File: src/rtl/button_conditioner.sv
// Pushbutton conditioner: two-flop synchronizer, stability-counter debouncer
// FSM, registered press/release strobes and a once-per-press long-press strobe.
module button_conditioner #(
    parameter int STABLE_CYCLES = 1000000,
    parameter int LONG_CYCLES   = 100000000,
    parameter int CNT_W         = 27
) (
    input  logic clk,
    input  logic reset,
    input  logic button,
    output logic db_level,
    output logic rise,
    output logic fall,
    output logic long_press
);

    typedef enum logic [1:0] {
        LOW       = 2'd0,
        WAIT_HIGH = 2'd1,
        HIGH      = 2'd2,
        WAIT_LOW  = 2'd3
    } state_t;

    localparam logic [CNT_W-1:0] STAB_LAST = CNT_W'(STABLE_CYCLES - 1);
    localparam logic [CNT_W-1:0] CNT_ONE   = CNT_W'(1);
    localparam logic [CNT_W-1:0] CNT_ZERO  = {CNT_W{1'b0}};

    logic             sync1;
    logic             sync_q;
    state_t           state;
    state_t           state_next;
    logic [CNT_W-1:0] stab_cnt;
    logic [CNT_W-1:0] stab_next;
    logic             db_next;
    logic             rise_next;
    logic             fall_next;
    logic             enter_high;

    // Bring the asynchronous pin into the clk domain; only sync_q is used.
    always_ff @(posedge clk) begin
        if (!reset) begin
            sync1  <= 1'b0;
            sync_q <= 1'b0;
        end else begin
            sync1  <= button;
            sync_q <= sync1;
        end
    end

    // Debounce FSM next state, stability count and strobe decisions.
    always_comb begin
        state_next = state;
        stab_next  = stab_cnt;
        db_next    = db_level;
        rise_next  = 1'b0;
        fall_next  = 1'b0;
        enter_high = 1'b0;
        case (state)
            LOW: begin
                if (sync_q) begin
                    state_next = WAIT_HIGH;
                    stab_next  = CNT_ONE;
                end else begin
                    stab_next  = CNT_ZERO;
                end
            end
            WAIT_HIGH: begin
                if (!sync_q) begin
                    // Bounce: drop back and restart the count from scratch.
                    state_next = LOW;
                    stab_next  = CNT_ZERO;
                end else if (stab_cnt == STAB_LAST) begin
                    state_next = HIGH;
                    stab_next  = CNT_ZERO;
                    db_next    = 1'b1;
                    rise_next  = 1'b1;
                    enter_high = 1'b1;
                end else begin
                    stab_next  = stab_cnt + CNT_ONE;
                end
            end
            HIGH: begin
                if (!sync_q) begin
                    state_next = WAIT_LOW;
                    stab_next  = CNT_ONE;
                end else begin
                    stab_next  = CNT_ZERO;
                end
            end
            WAIT_LOW: begin
                if (sync_q) begin
                    // Release glitch: back to HIGH with no strobe.
                    state_next = HIGH;
                    stab_next  = CNT_ZERO;
                end else if (stab_cnt == STAB_LAST) begin
                    state_next = LOW;
                    stab_next  = CNT_ZERO;
                    db_next    = 1'b0;
                    fall_next  = 1'b1;
                end else begin
                    stab_next  = stab_cnt + CNT_ONE;
                end
            end
            default: begin
                state_next = LOW;
                stab_next  = CNT_ZERO;
                db_next    = 1'b0;
            end
        endcase
    end

    // FSM state, counter and registered level/strobe outputs.
    always_ff @(posedge clk) begin
        if (!reset) begin
            state    <= LOW;
            stab_cnt <= CNT_ZERO;
            db_level <= 1'b0;
            rise     <= 1'b0;
            fall     <= 1'b0;
        end else begin
            state    <= state_next;
            stab_cnt <= stab_next;
            db_level <= db_next;
            rise     <= rise_next;
            fall     <= fall_next;
        end
    end

    generate
        if (LONG_CYCLES == 0) begin : g_no_long
            // Long-press detection disabled: strobe held low.
            always_ff @(posedge clk) begin
                if (!reset) begin
                    long_press <= 1'b0;
                end else begin
                    long_press <= 1'b0;
                end
            end
        end else begin : g_long
            localparam logic [CNT_W-1:0] LONG_MAX  = CNT_W'(LONG_CYCLES);
            localparam logic [CNT_W-1:0] LONG_LAST = CNT_W'(LONG_CYCLES - 1);

            logic [CNT_W-1:0] hold_cnt;
            logic             long_done;
            logic             fire;

            // Fire once per press when the hold count reaches its last value.
            always_comb begin
                if (db_level && !long_done && (hold_cnt == LONG_LAST)) begin
                    fire = 1'b1;
                end else begin
                    fire = 1'b0;
                end
            end

            // Hold counter (cleared on accepted press, keeps running through
            // WAIT_LOW, saturates) and the one-shot long-press strobe.
            always_ff @(posedge clk) begin
                if (!reset) begin
                    hold_cnt   <= CNT_ZERO;
                    long_done  <= 1'b0;
                    long_press <= 1'b0;
                end else begin
                    long_press <= fire;
                    if (enter_high) begin
                        hold_cnt <= CNT_ZERO;
                    end else if (db_level && (hold_cnt < LONG_MAX)) begin
                        hold_cnt <= hold_cnt + CNT_ONE;
                    end else begin
                        hold_cnt <= hold_cnt;
                    end
                    if (!db_level) begin
                        long_done <= 1'b0;
                    end else if (fire) begin
                        long_done <= 1'b1;
                    end else begin
                        long_done <= long_done;
                    end
                end
            end
        end
    endgenerate

endmodule

File: config.mk
export PLATFORM = sky130hd
export DESIGN_NAME = button_conditioner
export DESIGN_NICKNAME = d
export VERILOG_FILES = /design/src/rtl/button_conditioner.sv
export SDC_FILE = /design/constraint.sdc
export NUM_CORES = 1
export LEC_CHECK = 0
export BUFFER_PORTS_ARGS = -buffer_cell sky130_fd_sc_hd__buf_2
export CAP_MARGIN = 20
export CORE_AREA = 2 2 77 79
export DETAILED_ROUTE_END_ITERATION = 16
export DIE_AREA = 0 0 79 81
export HOLD_SLACK_MARGIN = 0.05
export PLACE_DENSITY = 0.74
export SLEW_MARGIN = 30
export SYNTH_ARGS = -nofsm -noshare
export SYNTH_HDL_FRONTEND = slang
export SYNTH_SLANG_ARGS = --single-unit
File: constraint.sdc
create_clock -name clk -period 1.94 [get_ports clk]
set_input_delay 0.388 -clock clk [delete_from_list [all_inputs] [get_ports clk]]
set_output_delay 0.388 -clock clk [all_outputs]
set_load 0.01 [all_outputs]
==> metrics.md, run 1 <==
| Metric | Value |
|---|---|
| Synth Instances | `355` |
| Vias | `2,709` |
| Power Dens Cells | `667 mW/mm²` |
| Final instance area | `0.00367 mm²` |
| Gr usage total | `20.7%` |
| H-tree depth | `3` |
| Die Ht | `81 µm` |
| Layout filler cell count | `447` |
| Worst slew pin tran | `479 ps` |
| CTS tree | `built` |
| Clock tree sinks | `63` |
| Initial antenna violation count | `0` |
| Final #Nets | `398` |
| Area of placed instances | `0.00333 mm²` |
| Setup violators final | `0` |
| Post-Route WL | `6830 µm` |
| Max-cap violations | `0` |
| Unrepaired setup endpoints after global routing | `true` |
| FMAX | `527 MHz` |
| Hold Crit Class | `in2reg` |
| I/O Pins | `7` |
| Hpwl dp | `4450 µm` |
| CP Capture Type | `flip-flop` |
| Post-DR wirelength/cell | `14.4 µm` |
| Clock transition at path regs | `70 ps` |
| CTS Buffer Depth | `2` |
| Mapped cell area | `0.00303 mm²` |
| Mean Syn Cell Area | `8.53 µm²` |
| Critical Path RT | `2170 ps` |
| Largest net degree at the start of global routing | `35` |
| Core area | `0.00568 mm²` |
| Setup WS pre-CTS | `-5.95 ps` |
| Initial DRT Pass Iterations | `4` |
| Netlist cell types | `40` |
| Row count | `28` |
| Max-slew violation count | `0` |
| ANT nets after route | `0` |
| Seq/Total Area, Yosys | `41.7%` |
| Clk Latency, worst-skew pair | `340 ps` |
| Status | `completed` |
| First-pass GRT wire length | `10,400 µm` |
| Vias per inst | `5.73` |
| Die area | `0.00640 mm²` |
| Num CTS Buffers | `9` |
| Static Leak | `1.20 nW` |
| Crit Path Max Fanout | `8` |
| Final period utilization | `97.7%` |
| # diodes | `0` |
| GR Overflow Total | `0` |
| Number of global-route vias before repair | `2,360` |
| Worst vdd ir | `0.537 mV` |
| Clk root buf | `clkbuf_8` |
| Area Growth Syn to Fin | `21.2%` |
| Horiz. Die Dim | `79 µm` |
| Syn Nets | `360` |
| Arrival time worst endpoint | `2120 ps` |
| Slew margin rel. | `68.0%` |
| Clk_skew | `8.67 ps` |
| Final Util | `64.7%` |
| Crit start category | `flip-flop` |
| Post-route DRC | `0` |
| Crit-path cells | `nor4bb_4 > a21bo_2 > o211ai_4 > buf_12 > buf_2 > or3_1 > a21oi_1` |
| DR iter-0 viols | `120` |
| TNS Setup | `0 ps` |
| Slowest CP cell | `dfxtp_1` |
| Share of cells above drive strength 1 | `20.6%` |
| Final WS setup | `44.2 ps` |
| Initial Utilization | `53.4%` |
| Slowest Stage Delay on Critical Path | `370 ps` |
| GP Congestion | `0.818` |
| IO buf count | `6` |
| Warning count from the yosys run | `0` |
| Yosys reg bits | `63` |
| Post-CTS Hold Fix Bufs | `0` |
| WS Path Type | `reg2reg` |
| Hold Violations, Final | `0` |
| Fin crit period | `1900 ps` |
==> metal layers <==
metal	wire [µm]	part of all wire (%)	track usage [%]
met5	0	0	0
met4	116	1.7	7.07
met3	288	4.2	6.00
met2	3530	52	36.4
met1	2900	42	24.1
==> cell type report <==
cell class	instances	area, µm²	area share, %
multi-input combinational	263	1690	46.1
timing repair buffer	46	387	10.5
clock inverter	7	72.6	1.98
sequential	63	1260	34.4
tap	75	93.8	2.56
clock buffer	9	124	3.37
inverter	10	37.5	1.02
==> cells by family (layout without fill, tap and decap cells) <==
group           Yosys count  after routing  share of synthesized area [%]
fa+ha+maj                 2              2                          0.826
mux                       3              3                          0.992
flops                    63             63                           41.7
buf+inv                  29             72                           4.55
compound gates           55             55                           11.5
simple gates            176            176                           32.7
xor+xnor                 27             27                           7.81
==> cells in the mapped netlist <==
master     n  area share (%)
nor4bb_1   1            0.33
nor3b_1    1            0.25
buf_4      2            0.50
xor2_1     7             2.0
o211ai_2   1            0.41
a21oi_1   20             3.3
mux2i_1    3            0.99
nand2_1   27             3.3
and4b_1    1            0.33
nor4_2     4             1.7
ha_1       2            0.83
o31ai_1    8             2.0
nand4_1   15             3.1
a21bo_2    1            0.33
buf_2      5            0.83
and3_1     5             1.0
o21ai_0   10             1.7
nor2b_1    2            0.41
dfxtp_1   63              42
or3_1     13             2.7
nor3_1    11             1.8
o31a_1     2            0.58
o211a_1    1            0.33
nand2b_1   1            0.21
nor4_1     7             1.4
nand4_4    1            0.70
o21ai_1    1            0.17
nor4b_1    1            0.29
and2_1     4            0.83
xnor2_1   20             5.8
buf_6      2            0.74
nand3_1   18             3.0
o21a_1     6             1.5
inv_1     10             1.2
or4_1     19             4.7
nor2_1    39             4.8
nand4b_1   1            0.29
clkbuf_1  10             1.2
o211ai_1   5             1.2
and4_1     5             1.4
==> timing repair <==
item / 4_1_cts / 5_1_grt
cloned: 0 / 1
setup buffers: 0 / 4
pin swaps: 0 / 7
setup endpoints to repair: 5 / 23
gates resized for setup: 1 / 17
==> state kept, by name (all words and copies together), names as in the netlist, named ones only <==
register	count
rise	1
sync_q	1
db_level	1
sync1	1
fall	1
g_long.hold_cnt	27
g_long.long_done	1
long_press	1
stab_cnt	27
state	1
==> where the power goes <==
| part | internal, mW | total, mW | switching, mW |
|---|---|---|---|
| sequential | 1.30 | 1.30 | 0.00234 |
| clock | 0.594 | 1.12 | 0.528 |
| combinational | 0.0102 | 0.0295 | 0.0193 |
| total | 1.90 | 2.45 | 0.549 |
==> metrics by stage <==
step / cells / hold slack (ps) / total power [mW]
after floorplan: 355 / 412 / 1.34
after global placement: 452 / 416 / 1.36
after detailed placement: 452 / 447 / 1.36
after CTS: 468 / 251 / 2.48
after global routing: 473 / 262 / 2.54
final: 473 / 269 / 2.45
==> cell usage in the layout, fill, tap and decap left out, types with 2 or more instances in the layout <==
| cell | n |
|---|---|
| dfxtp_1 | 61 |
| nor2_1 | 39 |
| buf_4 | 34 |
| nand2_1 | 27 |
| xnor2_1 | 20 |
| a21oi_1 | 18 |
| nand3_1 | 17 |
| or4_1 | 16 |
| nand4_1 | 15 |
| or3_1 | 13 |
| inv_1 | 10 |
| nor3_1 | 10 |
| o21ai_0 | 10 |
| clkbuf_8 | 9 |
| o31ai_1 | 8 |
| xor2_1 | 7 |
| buf_2 | 7 |
| nor4_1 | 6 |
| o21a_1 | 6 |
| and3_1 | 5 |
| nor4_2 | 5 |
| o211ai_1 | 5 |
| and2_1 | 4 |
| and4_1 | 3 |
| or4_4 | 3 |
| mux2i_1 | 3 |
| buf_12 | 3 |
| nor2b_1 | 2 |
| and4_4 | 2 |
| a21oi_2 | 2 |
| o31a_1 | 2 |
| ha_1 | 2 |
| clkinvlp_4 | 2 |
| clkinv_2 | 2 |
| dfxtp_2 | 2 |
==> worst max-delay path: cells and delay by family, from the launching register on <==
family | cells | cell delay [ps]
and+or+nand+nor | 2 | 470
AOI/OAI and AO/OA | 3 | 590
buffers and inverters | 2 | 360
DFF | 1 | 370
==> path summary, 6_finish.rpt <==
path | start | to | slack, ps | depth (start not counted)
min reg2reg | sync1$_SDFF_PN0_ | sync_q$_SDFF_PN0_ | 470 | 1
min | button | sync1$_SDFF_PN0_ | 270 | 2
max | g_long.hold_cnt[19]$_SDFFE_PP0P_ | g_long.hold_cnt[16]$_SDFFE_PP0P_ | 40 | 7
max reg2reg | g_long.hold_cnt[19]$_SDFFE_PP0P_ | g_long.hold_cnt[16]$_SDFFE_PP0P_ | 40 | 7
Note: power is estimated with default switching activity, not from simulation.
==> run 2, diff against run 1 <==
==> constraint.sdc (replaced) <==
create_clock -name clk -period 1.94 [get_ports clk]
set_input_delay 0.097 -clock clk [delete_from_list [all_inputs] [get_ports clk]]
set_output_delay 0.097 -clock clk [all_outputs]
set_load 0.01 [all_outputs]
==> metrics.md, run 2 (synthesized netlist as in run 1, its figures left out) <==
| Metric | Value |
|---|---|
| Post-Route WL | `6900 µm (+1.0%)` |
| H-tree depth | `3 (unchanged)` |
| Share of cells above drive strength 1 | `20.5% (-0.10 points)` |
| Arrival time worst endpoint | `2110 ps (about the same)` |
| DR iter-0 viols | `153 (+28%)` |
| Clock transition at path regs | `70 ps (about the same)` |
| Leading registers by flop count | `g_long.hold_cnt x27, stab_cnt x27` |
| Pint | `1.90 mW (+0.14%)` |
| Num CTS Buffers | `9 (unchanged)` |
| Final #Nets | `400 (+0.50%)` |
| Worst slew pin tran | `482 ps (+3.55 ps)` |
| # diodes | `0 (unchanged)` |
| Vias per inst | `5.72 (-0.13%)` |
| Core area | `0.00568 mm² (unchanged)` |
| Seq. cell area | `0.00126 mm² (unchanged)` |
| Area Growth Syn to Fin | `21.9%` |
| Horiz. Die Dim | `79 µm (unchanged)` |
| Critical Path RT | `2170 ps (about the same)` |
| Setup violators final | `0 (unchanged)` |
| Initial antenna violation count | `0 (unchanged)` |
| GP Congestion | `0.818 (unchanged)` |
| Crit start category | `flip-flop` |
| CTS Buffer Depth | `2 (unchanged)` |
| Seq pwr share | `53.0% (about the same)` |
| Static Leak | `1.21 nW (+0.70%)` |
| Placed insts | `452 (unchanged)` |
| Commonest non-fill, non-tap cell in the layout | `dfxtp_1` |
| Fin cells | `475 (+0.42%)` |
| Die area | `0.00640 mm² (unchanged)` |
| FMAX | `530 MHz (+0.40%)` |
| First-pass GRT wire length | `10,600 µm (+1.0%)` |
| Clk root buf | `clkbuf_8` |
| Fin crit period | `1890 ps (-7.55 ps)` |
| Final Util | `65.0% (+0.35 points)` |
| Clk Latency, worst-skew pair | `340 ps (about the same)` |
| GR Overflow Total | `0 (unchanged)` |
| Max-slew violation count | `0 (unchanged)` |
| WS Path Type | `reg2reg` |
| Switching Share | `22.4% (-0.049 points)` |
| Commonest non-fill, non-tap cells in the layout | `61 x dfxtp_1, 39 x nor2_1, 34 x buf_4, 27 x nand2_1, 20 x xnor2_1` |
| Slew margin rel. | `67.8% (-0.24 points)` |
| Layout filler cell count | `445 (-0.45%)` |
| Clk_skew | `9.17 ps (+0.499 ps)` |
| Vias | `2,717 (+0.30%)` |
| Hold Violations, Final | `0 (unchanged)` |
| Die Ht | `81 µm (unchanged)` |
| Hold Crit Class | `reg2reg` |
| Initial DRT Pass Iterations | `4 (unchanged)` |
| Clock power frac | `45.7% (about the same)` |
| Crit Path Max Fanout | `8 (unchanged)` |
| Initial Utilization | `53.4% (unchanged)` |
| Final period utilization | `97.3% (-0.39 points)` |
| ANT nets after route | `0 (unchanged)` |
| Worst vdd ir | `0.539 mV (+0.37%)` |
| Post-DR wirelength/cell | `14.5 µm (+0.59%)` |
| Post-route DRC | `0 (unchanged)` |
| Net Switching | `0.549 mW (-0.14%)` |
| Number of global-route vias before repair | `2,376 (+0.68%)` |
| CTS tree | `built` |
| I/O Pins | `7 (unchanged)` |
| Comb power frac | `1.3% (about the same)` |
| IO buf count | `6 (unchanged)` |
| Power Dens Cells | `664 mW/mm² (-0.47%)` |
| Max-cap violations | `0 (unchanged)` |
| Clock tree sinks | `63 (unchanged)` |
| Gr usage total | `20.9% (+0.24 points)` |
| Area of the multi-input gates | `0.00169 mm² (unchanged)` |
| Row count | `28 (unchanged)` |
| Largest net degree at the start of global routing | `35 (unchanged)` |
| Status | `completed` |
| CP Capture Type | `flip-flop` |
| Hpwl dp | `4450 µm (unchanged)` |
| Unrepaired setup endpoints after global routing | `true` |
run 2: metal layers:
layer  global-route usage (%)  wire length [µm]
met5                        0                 0
met4                     7.07               116
met3                     6.00               272
met2                     37.0              3590
met1                     24.3              2920
run 2: layout make-up:
| class | instances | share of cell area [%] |
|---|---|---|
| multi-input combinational | 263 | 45.9 |
| sequential | 63 | 34.2 |
| timing repair buffer | 48 | 11.0 |
| clock buffer | 9 | 3.36 |
| tap | 75 | 2.54 |
| clock inverter | 7 | 1.97 |
| inverter | 10 | 1.02 |
run 2: power by group through the flow:
stage | sequential (mW) | combinational (mW) | clock, mW
floorplan | 1.33 | 0.0156 | 0
global placement | 1.33 | 0.0280 | 0
detailed placement | 1.33 | 0.0285 | 0
CTS | 1.30 | 0.0317 | 1.15
global route | 1.30 | 0.0352 | 1.21
finish | 1.30 | 0.0327 | 1.12
run 2: worst paths after layout:
path                                     from                          endpoint  slack (ps)  cells past startpoint
max          g_long.hold_cnt[19]$_SDFFE_PP0P_  g_long.hold_cnt[11]$_SDFFE_PP0P_          50                      7
min reg2reg                  sync1$_SDFF_PN0_                 sync_q$_SDFF_PN0_         480                      1
min                          sync1$_SDFF_PN0_                 sync_q$_SDFF_PN0_         480                      1
max reg2reg  g_long.hold_cnt[19]$_SDFFE_PP0P_  g_long.hold_cnt[11]$_SDFFE_PP0P_          50                      7
run 2: what timing repair did:
action,4_1_cts,5_1_grt
endpoints found under the setup margin,5,23
pin swaps,0,7
gates resized for setup,1,17
hold buffers,2,0
hold endpoints to repair,2,0
cloned,0,1
setup buffers,0,4
run 2: per-stage QoR:
step                      setup TNS (ps)  hold WS [ps]  total power, mW  setup WS (ps)  cell area (µm²)
final                                  0           477             2.45           51.7             3690
after global routing                -486           481             2.55          -46.9             3690
after CTS                              0           470             2.48           20.9             3550
after detailed placement           -11.8           331             1.36          -5.95             3330
after global placement                 0           304             1.36           50.3             3330
after floorplan                        0           224             1.34           13.1             3030
run 2: critical path: stages (launching register included):
cell and delay (ps):
dfxtp_1 370, nor4bb_4 340, a21bo_2 270, o211ai_4 260
buf_12 170, buf_2 190, or3_1 130, a21oi_1 60
